## src/rtl/fetch_queue.sv

```systemverilog
// Instruction-fetch unit: owns the PC, issues word fetches to a 1-cycle imem and buffers {pc, instr} in a queue.
// Define FETCHQ_STATS_EN to build the stat_fetched / stat_flushed counters; otherwise they read 0.
module fetch_queue #(
  parameter int                ADDR_W    = 32,
  parameter int                DATA_W    = 32,
  parameter int                DEPTH     = 4,
  parameter logic [ADDR_W-1:0] RESET_PC  = '0,
  parameter logic [DATA_W-1:0] HALT_WORD = {DATA_W{1'b1}},
  parameter int                FIN_DELAY = 7,
  parameter int                CNT_W     = 16
) (
  input  logic              CLOCK,
  input  logic              RESET_N,
  output logic              imem_req,
  output logic [ADDR_W-1:0] imem_addr,
  input  logic [DATA_W-1:0] imem_data,
  input  logic              redirect,
  input  logic [ADDR_W-1:0] redirect_pc,
  output logic              out_valid,
  input  logic              out_ready,
  output logic [DATA_W-1:0] out_instr,
  output logic [ADDR_W-1:0] out_pc,
  output logic [ADDR_W-1:0] out_pc4,
  output logic              fin,
  output logic [CNT_W-1:0]  stat_fetched,
  output logic [CNT_W-1:0]  stat_flushed,
  output logic [1:0]        dbg_state
);

  localparam int PTR_W = $clog2(DEPTH);
  localparam int CQ_W  = PTR_W + 1;
  localparam int OCC_W = PTR_W + 2;
  localparam int DC_W  = $clog2(FIN_DELAY + 1);
  localparam logic [ADDR_W-1:0] ALIGN_MASK = ~ADDR_W'(3);
  localparam logic [ADDR_W-1:0] RST_PC     = RESET_PC & ALIGN_MASK;
  localparam logic [OCC_W-1:0]  DEPTH_L    = OCC_W'(DEPTH);
  localparam logic [DC_W-1:0]   DC_LAST    = DC_W'(FIN_DELAY - 1);

  typedef enum logic [1:0] {ST_RUN = 2'd0, ST_DRAIN = 2'd1, ST_DONE = 2'd2} state_t;

  state_t            state, state_nx;
  logic [ADDR_W-1:0] fetch_pc, infl_pc;
  logic              inflight;
  logic [PTR_W-1:0]  head, tail;
  logic [CQ_W-1:0]   count;
  logic [DC_W-1:0]   drain_cnt;
  logic [ADDR_W-1:0] mem_pc    [DEPTH];
  logic [DATA_W-1:0] mem_instr [DEPTH];

  logic             redir_act, pop, resp_valid, is_halt, push, drain_done;
  logic [OCC_W-1:0] occ;

  // Handshake: the head transfers on a cycle where out_valid && out_ready at posedge;
  // the head stays stable while out_valid && !out_ready.
  always_comb begin
    redir_act  = redirect && (state != ST_DONE);
    pop        = out_valid && out_ready;
    resp_valid = inflight && !redir_act;
    is_halt    = resp_valid && (state == ST_RUN) && (imem_data == HALT_WORD);
    push       = resp_valid && (state == ST_RUN) && !is_halt;
    occ        = OCC_W'(count) + OCC_W'(inflight);
    drain_done = (state == ST_DRAIN) && !redir_act && (count == '0) && (drain_cnt == DC_LAST);
  end

  always_ff @(posedge CLOCK) begin
    if (!RESET_N) state <= ST_RUN;
    else          state <= state_nx;
  end

  always_comb begin
    state_nx = state;
    case (state)
      ST_RUN:   if (!redir_act && is_halt) state_nx = ST_DRAIN;
      ST_DRAIN: if (redir_act)             state_nx = ST_RUN;
                else if (drain_done)       state_nx = ST_DONE;
      default:  state_nx = ST_DONE;
    endcase
  end

  // Reset also masks the request so nothing is issued while RESET_N is low.
  always_comb begin
    imem_req  = RESET_N && (state == ST_RUN) && !redirect && (occ < DEPTH_L);
    imem_addr = fetch_pc;
    out_valid = (count != '0);
    out_instr = mem_instr[head];
    out_pc    = mem_pc[head];
    out_pc4   = mem_pc[head] + ADDR_W'(4);
    dbg_state = state;
  end

  always_ff @(posedge CLOCK) begin
    if (!RESET_N) begin
      fetch_pc  <= RST_PC;
      inflight  <= 1'b0;
      head      <= '0;
      tail      <= '0;
      count     <= '0;
      drain_cnt <= '0;
      fin       <= 1'b0;
    end else if (redir_act) begin
      fetch_pc  <= redirect_pc & ALIGN_MASK;
      inflight  <= 1'b0;
      head      <= '0;
      tail      <= '0;
      count     <= '0;
      drain_cnt <= '0;
    end else begin
      if (imem_req) fetch_pc <= fetch_pc + ADDR_W'(4);
      inflight <= imem_req;
      if (push) tail <= tail + PTR_W'(1);
      if (pop)  head <= head + PTR_W'(1);
      count <= count + CQ_W'(push) - CQ_W'(pop);
      if ((state == ST_DRAIN) && (count == '0)) drain_cnt <= drain_cnt + DC_W'(1);
      if (drain_done) fin <= 1'b1;
    end
  end

  always_ff @(posedge CLOCK) begin
    if (imem_req) infl_pc <= fetch_pc;
    if (push) begin
      mem_pc[tail]    <= infl_pc;
      mem_instr[tail] <= imem_data;
    end
  end

`ifdef FETCHQ_STATS_EN
  localparam int SUM_W = CNT_W + OCC_W;
  localparam logic [SUM_W-1:0] CNT_MAX = SUM_W'({CNT_W{1'b1}});

  logic [CNT_W-1:0] fetched_q, flushed_q;
  logic [OCC_W-1:0] flush_amt;
  logic [SUM_W-1:0] flush_sum;

  always_comb begin
    flush_amt = OCC_W'(count) - OCC_W'(pop) + OCC_W'(inflight);
    flush_sum = SUM_W'(flushed_q) + SUM_W'(flush_amt);
  end

  always_ff @(posedge CLOCK) begin
    if (!RESET_N) begin
      fetched_q <= '0;
      flushed_q <= '0;
    end else begin
      if (push && (fetched_q != {CNT_W{1'b1}})) fetched_q <= fetched_q + CNT_W'(1);
      if (redir_act) flushed_q <= (flush_sum > CNT_MAX) ? {CNT_W{1'b1}} : flush_sum[CNT_W-1:0];
    end
  end

  assign stat_fetched = fetched_q;
  assign stat_flushed = flushed_q;
`else
  assign stat_fetched = '0;
  assign stat_flushed = '0;
`endif

endmodule

```

## config.mk

```make
export PLATFORM = sky130hd
export DESIGN_NAME = fetch_queue
export DESIGN_NICKNAME = d
export VERILOG_FILES = /design/src/rtl/fetch_queue.sv
export SDC_FILE = /design/constraint.sdc
export NUM_CORES = 1
export LEC_CHECK = 0
export ABC_AREA = 1
export CORE_ASPECT_RATIO = 2
export CORE_MARGIN = 2
export CORE_UTILIZATION = 50
export CTS_CLUSTER_DIAMETER = 100
export CTS_CLUSTER_SIZE = 30
export DETAILED_ROUTE_END_ITERATION = 16
export PLACE_DENSITY = 0.75
export SETUP_SLACK_MARGIN = 0.05
export SLEW_MARGIN = 20
export SYNTH_ARGS = -nofsm -noshare
export SYNTH_HDL_FRONTEND = slang
export SYNTH_SLANG_ARGS = --single-unit
```

## constraint.sdc

```tcl
create_clock -name CLOCK -period 7.95 [get_ports CLOCK]
set_input_delay 1.59 -clock CLOCK [delete_from_list [all_inputs] [get_ports CLOCK]]
set_output_delay 1.59 -clock CLOCK [all_outputs]
set_load 0.05 [all_outputs]
```

## Yosys cells after proc, flatten, opt, wreduce, memory -nomap -nowiden

Memory sizes are Yosys's and may differ from the RTL's. A register that Yosys moved wholly into a read port is not among the register bits.
Cells that the tools add are included.

- Equality and inequality tests: 6
- Bitwise operators: 2
- Multiplexer cells: 12
- Reductions and logical operators: 24
- $lt $le $gt $ge: 1
- $add $sub $neg: 8

Operators with widths:

| cell | number |
|---|---|
| 32-bit by 3-bit adder with 32-bit output (second input constant) | 2 |
| 32-bit two-way mux | 2 |
| 32-bit equality test (second input constant) | 1 |
| 1-bit logical AND | 14 |
| 2-bit two-way mux | 7 |
| 2-bit by 1-bit adder with 2-bit output (second input constant) | 2 |
| 3-bit by 1-bit adder with 4-bit output | 1 |
| 4-bit by 3-bit less-than comparator with 1-bit output (second input constant) | 1 |
| 2-bit one-hot mux with 2 select lines | 1 |
| 2-bit AND reduction | 2 |
| 3-bit by 1-bit adder with 3-bit output | 1 |
| 3-bit by 1-bit adder with 3-bit output (second input constant) | 1 |
| 3-bit equality test (second input constant) | 1 |
| 1-bit zero test | 3 |
| 3-bit zero test | 1 |
| 3-bit != test (second input constant) | 1 |
| 3-bit nonzero test | 1 |
| 3-bit by 1-bit subtractor with 3-bit output | 1 |
| 2-bit by 1-bit equality test with 1-bit output (second input constant) | 1 |
| 2-bit zero test | 1 |
| 1-bit two-way mux | 2 |
| 2-bit by 1-bit != test with 1-bit output (second input constant) | 1 |
| 2-bit != test (second input constant) | 1 |
| 1-bit NOT | 2 |
| 2 further kinds | 2 |

- Memories: 2
- Memory bits (writable): 256
- Word-level logic and storage cells: 65
- Bits in registers: 78
- Input port bits: 68
- Output and inout bits: 165

Memories:

| memory | words | bits a word | read ports | clocked after Yosys merged registers in | write ports | RTL line | RTL |
|---|---|---|---|---|---|---|---|
| mem_instr | 4 | 32 | 1 | 1 | 1 | 48 | `logic [DATA_W-1:0] mem_instr [DEPTH];` |
| mem_pc | 4 | 32 | 1 | 1 | 1 | 47 | `logic [ADDR_W-1:0] mem_pc [DEPTH];` |

## Longest topological paths before layout

Gate-level depths: netlist (run 1).

- Depth in word-level cells: 10
- Depth in mapped cells: 15

## Least setup slack after synthesis (run 1)

No wires, ideal clock.

- Path type: input port to flip-flop
- Start: in redirect
- End: mem mem_instr[0][0], enable pin
- Stages: 5
- Library setup time: 0.482 ns
- Required time: 7.468 ns
- Buffers on the path: 1
- Setup slack: 2.729 ns
- Arrival time: 4.739 ns
- Cells stage by stage: inv_1 > and3_1 > clkbuf_1 > nand2_1 > nor2_1

- Longest elaborated chain between the ends: 9

Ends and longest elaborated chain:

| element | RTL line | RTL |
|---|---|---|
| from (decl) | 17 | `input logic redirect,` |
| 1-bit logical AND * | 56 | `redir_act = redirect && (state != ST_DONE);` |
| 1-bit zero test * | 58 | `resp_valid = inflight && !redir_act;` |
| 1-bit logical AND * | 58 |  |
| 1-bit logical AND * | 59, 60 |  |
| 1-bit logical AND | 59 | `is_halt = resp_valid && (state == ST_RUN) && (imem_data == HALT_WORD);` |
| 1-bit zero test | 60 | `push = resp_valid && (state == ST_RUN) && !is_halt;` |
| 1-bit logical AND * | 60 |  |
| 1-bit two-way mux * | 120 | `if (push) begin` |
| 1-bit two-way mux (implied by the code) * | 122 | `mem_instr[tail] <= imem_data;` |
| to (decl) | 48 |  |

Every way passes the cells marked *; elsewhere a longest branch is shown, timed or not.

## Worst setup path after layout (run 1)

- Start: in RESET_N
- End: out imem_req

- Longest elaborated chain between the ends: 3

Ends and longest elaborated chain:

| element | RTL line | RTL |
|---|---|---|
| from (decl) | 13 | `input logic RESET_N,` |
| 1-bit logical AND (3 in series) | 82 | `imem_req = RESET_N && (state == ST_RUN) && !redirect && (occ < DEPTH_L);` |
| to (decl) | 14 | `output logic imem_req,` |

No other way between the ends.

==> qor.csv, run 1 <==
metric,value,unit
drt-pass1-iter-count,5,
post_cts_buffers,0,
path_class,in2out,
core,0.0295,mm²
slew_headroom,34.5,%
place_hpwl,24.8,mm
die_w,126,µm
cp_max_fo,42,
drv_cap,0,
fillers,2414,
final-seq-area,0.00927,mm²
rsz0062_at_grt,no,
worstPathArrival,4.34,ns
holdPathEnd,fin$_SDFFE_PN0P_,
synth_top_area_share,55.8,%
multiInputGateArea,0.00487,mm²
avgSynthCellArea,9.62,µm²
rows,89,
hp-class,reg2reg,
grt_pass1_vias,10966,
fmax,0.168,GHz
worst_r2r_path_depth,5,
tritoncts,built,
cp-start-kind,primary input,
hold_viol_final,0,
end_kind,output pin,
hold_path_depth,2,
routabilityCongestion,0.918,
synth_area,0.0150,mm²
cts-root-buf,clkbuf_16,
area_growth,16.2,%
antenna_found_initial,0,
grt_overflow,0,
max-vdd-ir-drop,0.124,mV
maxSlewViolCount,0,
dp_slack,2.01,ns
powerDensity,182,mW/mm²
dieHeight,249,µm
start_util,50.7,%
period_needed,5.93,ns
fin_area,0.0174,mm²
diodes,0,
reg2reg_to,mem_pc[1][24]$_DFFE_PP_,
vias_per_cell,5.42,
synthTopCellsByArea,"edfxtp_1 (56%), nand2_1 (12%), dfxtp_1 (6.2%)",
h-tree-depth,1,
synthDistinctLibCells,41,
drc,0,
clockBufferDepth,3,
cp.required,6.36,ns
drt_iter0_drc,911,
clk_latency,0.52,ns
fin_skew,0.0312,ns
grt_usage,22.8,%
antenna_left,0,
vias,11309,
min_from,fin$_SDFFE_PN0P_,
hold_buffers,0,
ys_seq_area_share,62.0,%
cts_resized,0,
clk_pin_slew,0.10,ns
wl_per_cell,17.8,µm
layout_setup_ws,2.02,ns
port_buffers,192,
r2r_setup_slack,5.49,ns
place_area,0.0170,mm²
leakage,6.46,nW
syn-instance-count,1555,
die_area,0.0314,mm²
period_share,74.7,%
fin_util,58.9,%
status,"complete, no violations",
yosys_register_bits,324,
synth_area_leader_cell,edfxtp_1,
finalSetupViolations,0,
worst_pin_slew,0.983,ns
cts.sinks,324,
grt_pass1_wl,57.1,mm
drive_above_1_share,3.71,%
setup_tns,0,ns
ys_warn_count,0,
grt_max_degree,127,
numCtsBuffers,14,
nets,1796,
drt-total-wl,37.1,mm
io_pins,233,
r2r_start,dbg_state[1]$_SDFFE_PN0P_,
placed cells by master (no fill, tap or decap), types with 6 or more instances in the layout:
master	instances
nand2_1	469
edfxtp_1	278
nor2_1	199
clkdlybuf4s50_1	192
nand3_1	102
inv_1	91
o21ai_0	88
dfxtp_1	44
conb_1	38
a21oi_1	35
o22ai_1	32
xor2_1	16
nand4_1	15
clkbuf_16	14
buf_4	12
nand2_2	11
ha_1	11
nor3_1	10
clkbuf_1	8
nor2_2	7
nor2_4	7
xnor2_1	6
a211oi_1	6
stage by stage:
step | hold slack [ns] | cells | power (mW)
after floorplan | 0.435 | 1592 | 2.22
after global placement | 0.442 | 2064 | 2.35
after detailed placement | 0.454 | 2064 | 2.36
after CTS | 0.479 | 2088 | 3.18
after global routing | 0.504 | 2088 | 3.26
final | 0.470 | 2088 | 3.16
kinds of logic after synthesis:
kind of cell,synth area share (%)
other,0.0251
adders and majority gates,1.05
buffers and inverters,6.59
AOI/OAI and AO/OA,6.17
DFF,62.0
and+or+nand+nor,22.9
xor gates and xnor gates,1.29
final cells by class:
cell class	count	share of cell area (%)
repair buffers	204	11.6
clock inverters	2	0.144
well taps	364	2.62
inverters	95	2.09
multi-input cells	1077	28.0
clock buffers	22	2.19
flip-flops and latches	324	53.3
worst max-delay path by stage:
| stage | to | slack [ns] | startpoint |
|---|---|---|---|
| after floorplan | mem_instr[0][0]$_DFFE_PP_ | 2.73 | redirect |
| after global placement | imem_req | 2.06 | RESET_N |
| after detailed placement | imem_req | 2.01 | RESET_N |
| after CTS | imem_req | 2.00 | RESET_N |
| after global routing | out_pc4[22] | 1.83 | flip-flop |
| final | imem_req | 2.02 | RESET_N |
registers in the layout, indices dropped and copies added, names as in the netlist, named ones only:
name,cells
inflight,1
tail,2
count,3
imem_addr,30
infl_pc,30
head,2
drain_cnt,3
dbg_state,2
fin,1
mem_instr,128
mem_pc,120
Yosys cell counts (all sizes together):
library cell	instances
a211oi	6
a21oi	36
a31oi	4
a32oi	1
and2	2
and3	1
buf	65
clkbuf	31
clkinv	1
conb	1
dfxtp	46
edfxtp	278
fa	1
ha	11
inv	94
nand2	480
nand3	103
nand3b	4
nand4	15
nor2	213
nor3	10
nor4	2
nor4b	1
o211ai	1
o21ai	89
o22ai	32
o31ai	1
or2	4
xnor2	6
xor2	16
where the power goes:
group | leakage, nW | total, mW | switching [mW] | internal [mW]
logic | 3.36 | 0.404 | 0.283 | 0.121
registers | 2.91 | 1.91 | 0.0365 | 1.88
clock network | 0.193 | 0.839 | 0.497 | 0.342
worst max-delay path, stage by stage:
cell and delay (ns):
clkdlybuf4s50_1 0.81, nand3_1 0.13, nor2_1 0.12, nand2_1 0.20, inv_1 0.11, buf_4 0.45, clkdlybuf4s50_1 0.91
layer usage:
metal | up-vias | share of wire, % | global-route usage, %
met5 | - | 0 | 0
met4 | 0 | 4.1 | 10.3
met3 | 78 | 5.3 | 1.91
met2 | 449 | 54 | 42.8
met1 | 5329 | 36 | 25.9
li1 | 5453 | - | -
No activity file was read; power rests on OpenSTA's default activity.
==> inputs of run 2 (changes only) <==
- clock period: 7.95 -> 5.6 ns (I/O delays scaled with it)
==> qor.csv, run 2 (same netlist as run 1, synthesis figures left out) <==
metric,value,unit,change
grt_overflow,0,,unchanged
max-vdd-ir-drop,0.169,mV,+37%
nets,1800,,+0.22%
die_area,0.0314,mm²,unchanged
path_delay_family,buffers and inverters,,
drive_above_1_share,3.99,%,+0.28 points
p_switching,1.13,mW,+38%
die_w,126,µm,unchanged
cts.sinks,324,,unchanged
cts-root-buf,clkbuf_16,,
drv_cap,0,,unchanged
layout_common_cells,"nand2_1 (469), edfxtp_1 (278), nor2_1 (199)",,
vias_per_cell,5.40,,-0.37%
multiInputGateArea,0.00487,mm²,unchanged
area_growth,16.9,%,
clk_latency,0.50,ns,-0.02 ns
power.total,4.48,mW,+42%
fillers,2438,,+0.99%
antenna_left,0,,unchanged
post_cts_buffers,0,,unchanged
combPwrFrac,12.8,%,about the same
cp_max_fo,126,,+200%
powerDensity,256,mW/mm²,+41%
drt-pass1-iter-count,5,,unchanged
worstPathCellList,"inv_8, nor2_1, nor2_1, o21ai_1, nand2_1, ha_1, nand3_2, inv_1, nand2_1, nor2_1, nand3_1, nand2_1, clkdlybuf4s50_1",,
place_area,0.0171,mm²,+0.53%
final_common_cell,nand2_1,,
dp.cells,2068,,+0.19%
h-tree-depth,1,,unchanged
largest_reg_flops,128,,unchanged
dieHeight,249,µm,unchanged
setup_tns,0,ns,unchanged
path_class,reg2out,,
period_share,91.5,%,
fin_util,59.2,%,+0.33 points
status,"complete, no violations",,
cp-start-kind,flip-flop,,
numCtsBuffers,14,,unchanged
worstPathArrival,4.00,ns,-0.34 ns
cts_resized,0,,unchanged
vias,11289,,-0.18%
worst_pin_slew,0.939,ns,-0.0445 ns
crit_path_max_incr_delay,0.81,ns,-0.10 ns
core,0.0295,mm²,unchanged
crit_slowest_cell,clkdlybuf4s50_1,,
fin_area,0.0175,mm²,+0.57%
seqPwrFrac,60.6,%,about the same
critPathBufInv,3,,-1
maxSlewViolCount,0,,unchanged
fmax,0.195,GHz,
drt_iter0_drc,828,,-9.1%
grt_max_degree,127,,unchanged
start_util,50.7,%,unchanged
reg_top3,"mem_instr x128, mem_pc x120",,
final-seq-area,0.00927,mm²,unchanged
fin_skew,0.0178,ns,-0.0134 ns
sw_frac_of_total,25.2,%,-0.63 points
end_kind,output pin,,
p_int,3.35,mW,+43%
grt_usage,22.5,%,-0.34 points
slew_headroom,37.4,%,+3.0 points
p_clk_share,26.5,%,about the same
clockBufferDepth,3,,unchanged
grt_pass1_vias,11167,,+1.8%
leakage,6.51,nW,+0.69%
antenna_found_initial,0,,unchanged
rows,89,,unchanged
tritoncts,built,,
rsz0062_at_grt,no,,
drc,0,,unchanged
diodes,0,,unchanged
place_hpwl,24.7,mm,about the same
finalSetupViolations,0,,unchanged
io_pins,233,,unchanged
cp.required,4.48,ns,-1.88 ns
drt-total-wl,35.8,mm,-3.3%
grt_pass1_wl,56.7,mm,-0.80%
hp-class,reg2reg,,
port_buffers,192,,unchanged
hold_ws,0.473,ns,+0.00264 ns
wl_per_cell,17.1,µm,-3.5%
hold_viol_final,0,,unchanged
top_register,mem_instr,,
layout_setup_ws,0.478,ns,-1.54 ns
hold_buffers,0,,unchanged
dp_slack,1.09,ns,-0.913 ns
stdcell_count,2092,,+0.19%
period_needed,5.12,ns,
clk_pin_slew,0.11,ns,about the same
routabilityCongestion,0.910,,-0.89%
run 2: cell types whose count changed in the layout (fill, tap and decap cells not counted):
cell             delta
clkbuf_16           +1
clkinv_8            -1
buf_12              +5
clkdlybuf4s50_1     -1
run 2: final timing paths:
| kind | start | end | slack [ns] | cells after the start |
|---|---|---|---|---|
| max | flip-flop | out_pc4[22] | 0.48 | 13 |
| min | fin$_SDFFE_PN0P_ | fin$_SDFFE_PN0P_ | 0.47 | 2 |
| max reg2reg | dbg_state[1]$_SDFFE_PN0P_ | mem_instr[3][29]$_DFFE_PP_ | 3.04 | 5 |
| min reg2reg | fin$_SDFFE_PN0P_ | fin$_SDFFE_PN0P_ | 0.47 | 2 |
run 2: power groups by stage:
stage	Clock, mW	Combinational [mW]	Sequential (mW)
after floorplan	0	0.341	2.81
after global placement	0	0.569	2.77
after detailed placement	0	0.576	2.77
after CTS	1.21	0.578	2.71
after global routing	1.29	0.612	2.72
final	1.19	0.576	2.72
run 2: cell type report:
class | instances | share of cell area (%)
clock buffers | 23 | 2.32
clock inverters | 1 | 0.0501
flip-flops and latches | 324 | 53.0
inverters | 95 | 2.08
repair buffers | 208 | 12.0
well taps | 364 | 2.60
multi-input cells | 1077 | 27.9
run 2: worst reg2reg max path, delay by kind of cell (launching register included):
kind	cells	cell delay [ns]
buffers and inverters	1	0.37
DFF	1	0.38
and+or+nand+nor	4	1.52
run 2: metal layers:
metal	GRT usage, %	up-vias	wire (µm)
met5	0	-	0
met4	11.4	0	1690
met3	2.22	99	1970
met2	41.2	440	19000
met1	25.6	5283	13200
li1	-	5467	-
==> inputs of run 3 (changes only) <==
- clock period: 5.6 -> 6.7 ns (I/O delays scaled with it)
==> qor.csv, run 3 (same netlist as run 1, synthesis figures left out) <==
metric,value,unit,change
power.total,3.74,mW,-17%
clk_pin_slew,0.10,ns,about the same
antenna_left,0,,unchanged
fmax,0.178,GHz,
drc,0,,unchanged
rows,89,,unchanged
cts_resized,0,,unchanged
grt_pass1_vias,10742,,-3.8%
reg_top3,"mem_instr x128, mem_pc x120",,
path_class,reg2out,,
vias,11219,,-0.62%
slew_headroom,33.3,%,-4.1 points
finalSetupViolations,0,,unchanged
crit_slowest_cell,clkdlybuf4s50_1,,
drt_iter0_drc,701,,-15%
diodes,0,,unchanged
post_cts_buffers,0,,unchanged
cp-start-kind,flip-flop,,
fillers,2468,,+1.2%
setup_tns,0,ns,unchanged
hp-class,reg2reg,,
worst_pin_slew,0.999,ns,+0.0607 ns
fin_area,0.0174,mm²,-0.52%
period_share,84.0,%,
io_pins,233,,unchanged
worst_r2r_path_depth,10,,+5
nets,1797,,-0.17%
tritoncts,built,,
drv_cap,0,,unchanged
cts-root-buf,clkbuf_16,,
maxSlewViolCount,0,,unchanged
core,0.0295,mm²,unchanged
place_area,0.0170,mm²,-0.48%
grt_usage,22.2,%,-0.23 points
r2r_start,dbg_state[1]$_SDFFE_PN0P_,,
clockBufferDepth,3,,unchanged
status,"complete, no violations",,
max-vdd-ir-drop,0.145,mV,-14%
hold_viol_final,0,,unchanged
grt_pass1_wl,55.8,mm,-1.5%
period_needed,5.63,ns,
critPathBufInv,2,,-1
holdPathEnd,fin$_SDFFE_PN0P_,,
layout_common_cells,"nand2_1 (469), edfxtp_1 (278), nor2_1 (199)",,
largest_reg_flops,128,,unchanged
antenna_found_initial,0,,unchanged
port_buffers,192,,unchanged
h-tree-depth,1,,unchanged
numCtsBuffers,14,,unchanged
fin_skew,0.0334,ns,+0.0156 ns
hold_path_depth,2,,unchanged
end_kind,output pin,,
clk_latency,0.52,ns,+0.02 ns
wl_per_cell,17.2,µm,+0.52%
grt_overflow,0,,unchanged
powerDensity,215,mW/mm²,-16%
area_growth,16.3,%,
cp.required,5.36,ns,+0.88 ns
hold_buffers,0,,unchanged
drt-total-wl,36.0,mm,+0.37%
grt_max_degree,97,,-24%
routabilityCongestion,0.921,,+1.2%
drive_above_1_share,3.77,%,-0.22 points
vias_per_cell,5.37,,-0.48%
cts.sinks,324,,unchanged
die_w,126,µm,unchanged
reg2reg_to,count[2]$_SDFF_PP0_,,
top_register,mem_instr,,
path_delay_family,buffers and inverters,,
worstPathArrival,4.29,ns,+0.29 ns
start_util,50.7,%,unchanged
crit_path_max_incr_delay,0.81,ns,about the same
min_from,fin$_SDFFE_PN0P_,,
cp_max_fo,55,,-56%
dieHeight,249,µm,unchanged
place_hpwl,24.8,mm,+0.14%
r2r_setup_slack,4.23,ns,+1.19 ns
drt-pass1-iter-count,5,,unchanged
worstPathCellList,"inv_2, nor2_1, o21ai_0, nand2_1, ha_1, nand3_2, nor2_1, nand3_1, nand2_1, clkdlybuf4s50_1",,
final_common_cell,nand2_1,,
die_area,0.0314,mm²,unchanged
leakage,6.47,nW,-0.60%
rsz0062_at_grt,no,,
run 3: cell count changes in the layout (fill, tap and decap cells not counted), sizes merged:
| cell | before | now |
|---|---|---|
| clkinv | 2 | 3 |
| clkdlybuf4s50 | 191 | 192 |
| clkbuf | 23 | 22 |
| buf | 17 | 13 |
run 3: where the power goes:
part / total (mW) / switching (mW) / leakage [nW] / internal [mW]
combinational: 0.479 / 0.335 / 3.36 / 0.144
sequential: 2.27 / 0.0418 / 2.91 / 2.23
clock: 0.987 / 0.582 / 0.193 / 0.406
run 3: metrics by stage:
stage / setup WS [ns] / instances / hold WS, ns / utilization, %
floorplan: 1.73 / 1592 / 0.435 / -
global placement: 1.63 / 2065 / 0.442 / 57.6
detailed placement: 1.64 / 2065 / 0.448 / 57.6
CTS: 1.04 / 2089 / 0.467 / 58.9
global route: 0.796 / 2089 / 0.489 / 58.9
finish: 1.07 / 2089 / 0.460 / 58.9
run 3: worst max path at each step:
stage / from / to / slack, ns / depth (start not counted)
4_1_cts: flip-flop / out_pc4[22] / 1.04 / 12
3_3_place_gp: flip-flop / out_pc4[22] / 1.63 / 12
2_1_floorplan: redirect / mem_instr[0][0]$_DFFE_PP_ / 1.73 / 5
6_report: flip-flop / out_pc4[30] / 1.07 / 10
3_5_place_dp: flip-flop / out_pc4[22] / 1.64 / 12
5_1_grt: flip-flop / out_pc4[16] / 0.80 / 10
run 3: metal layers:
| metal | up-vias | GRT usage (%) | wire (µm) |
|---|---|---|---|
| met5 | - | 0 | 0 |
| met4 | 0 | 9.36 | 1560 |
| met3 | 73 | 2.13 | 2030 |
| met2 | 431 | 41.9 | 19600 |
| met1 | 5252 | 25.3 | 12800 |
| li1 | 5463 | - | - |
run 3: area by class of cell:
cell class	instances	area, µm²	share of cell area, %
Clock inverter	2	25.0	0.144
Clock buffer	22	380	2.19
Sequential cell	324	9270	53.3
Timing Repair Buffer	205	2020	11.6
Multi-Input combinational cell	1077	4870	28.0
Tap cell	364	455	2.62
Inverter	95	364	2.09
run 3: worst register-to-register path, cell delays in order (launching register included):
cell	delay, ns
dfxtp_1	0.38
nor2_1	0.14
and3_1	0.28
nand2_1	0.29
ha_1	0.37
inv_1	0.07
ha_1	0.16
inv_1	0.06
fa_1	0.39
xnor2_1	0.18
nor2_1	0.06
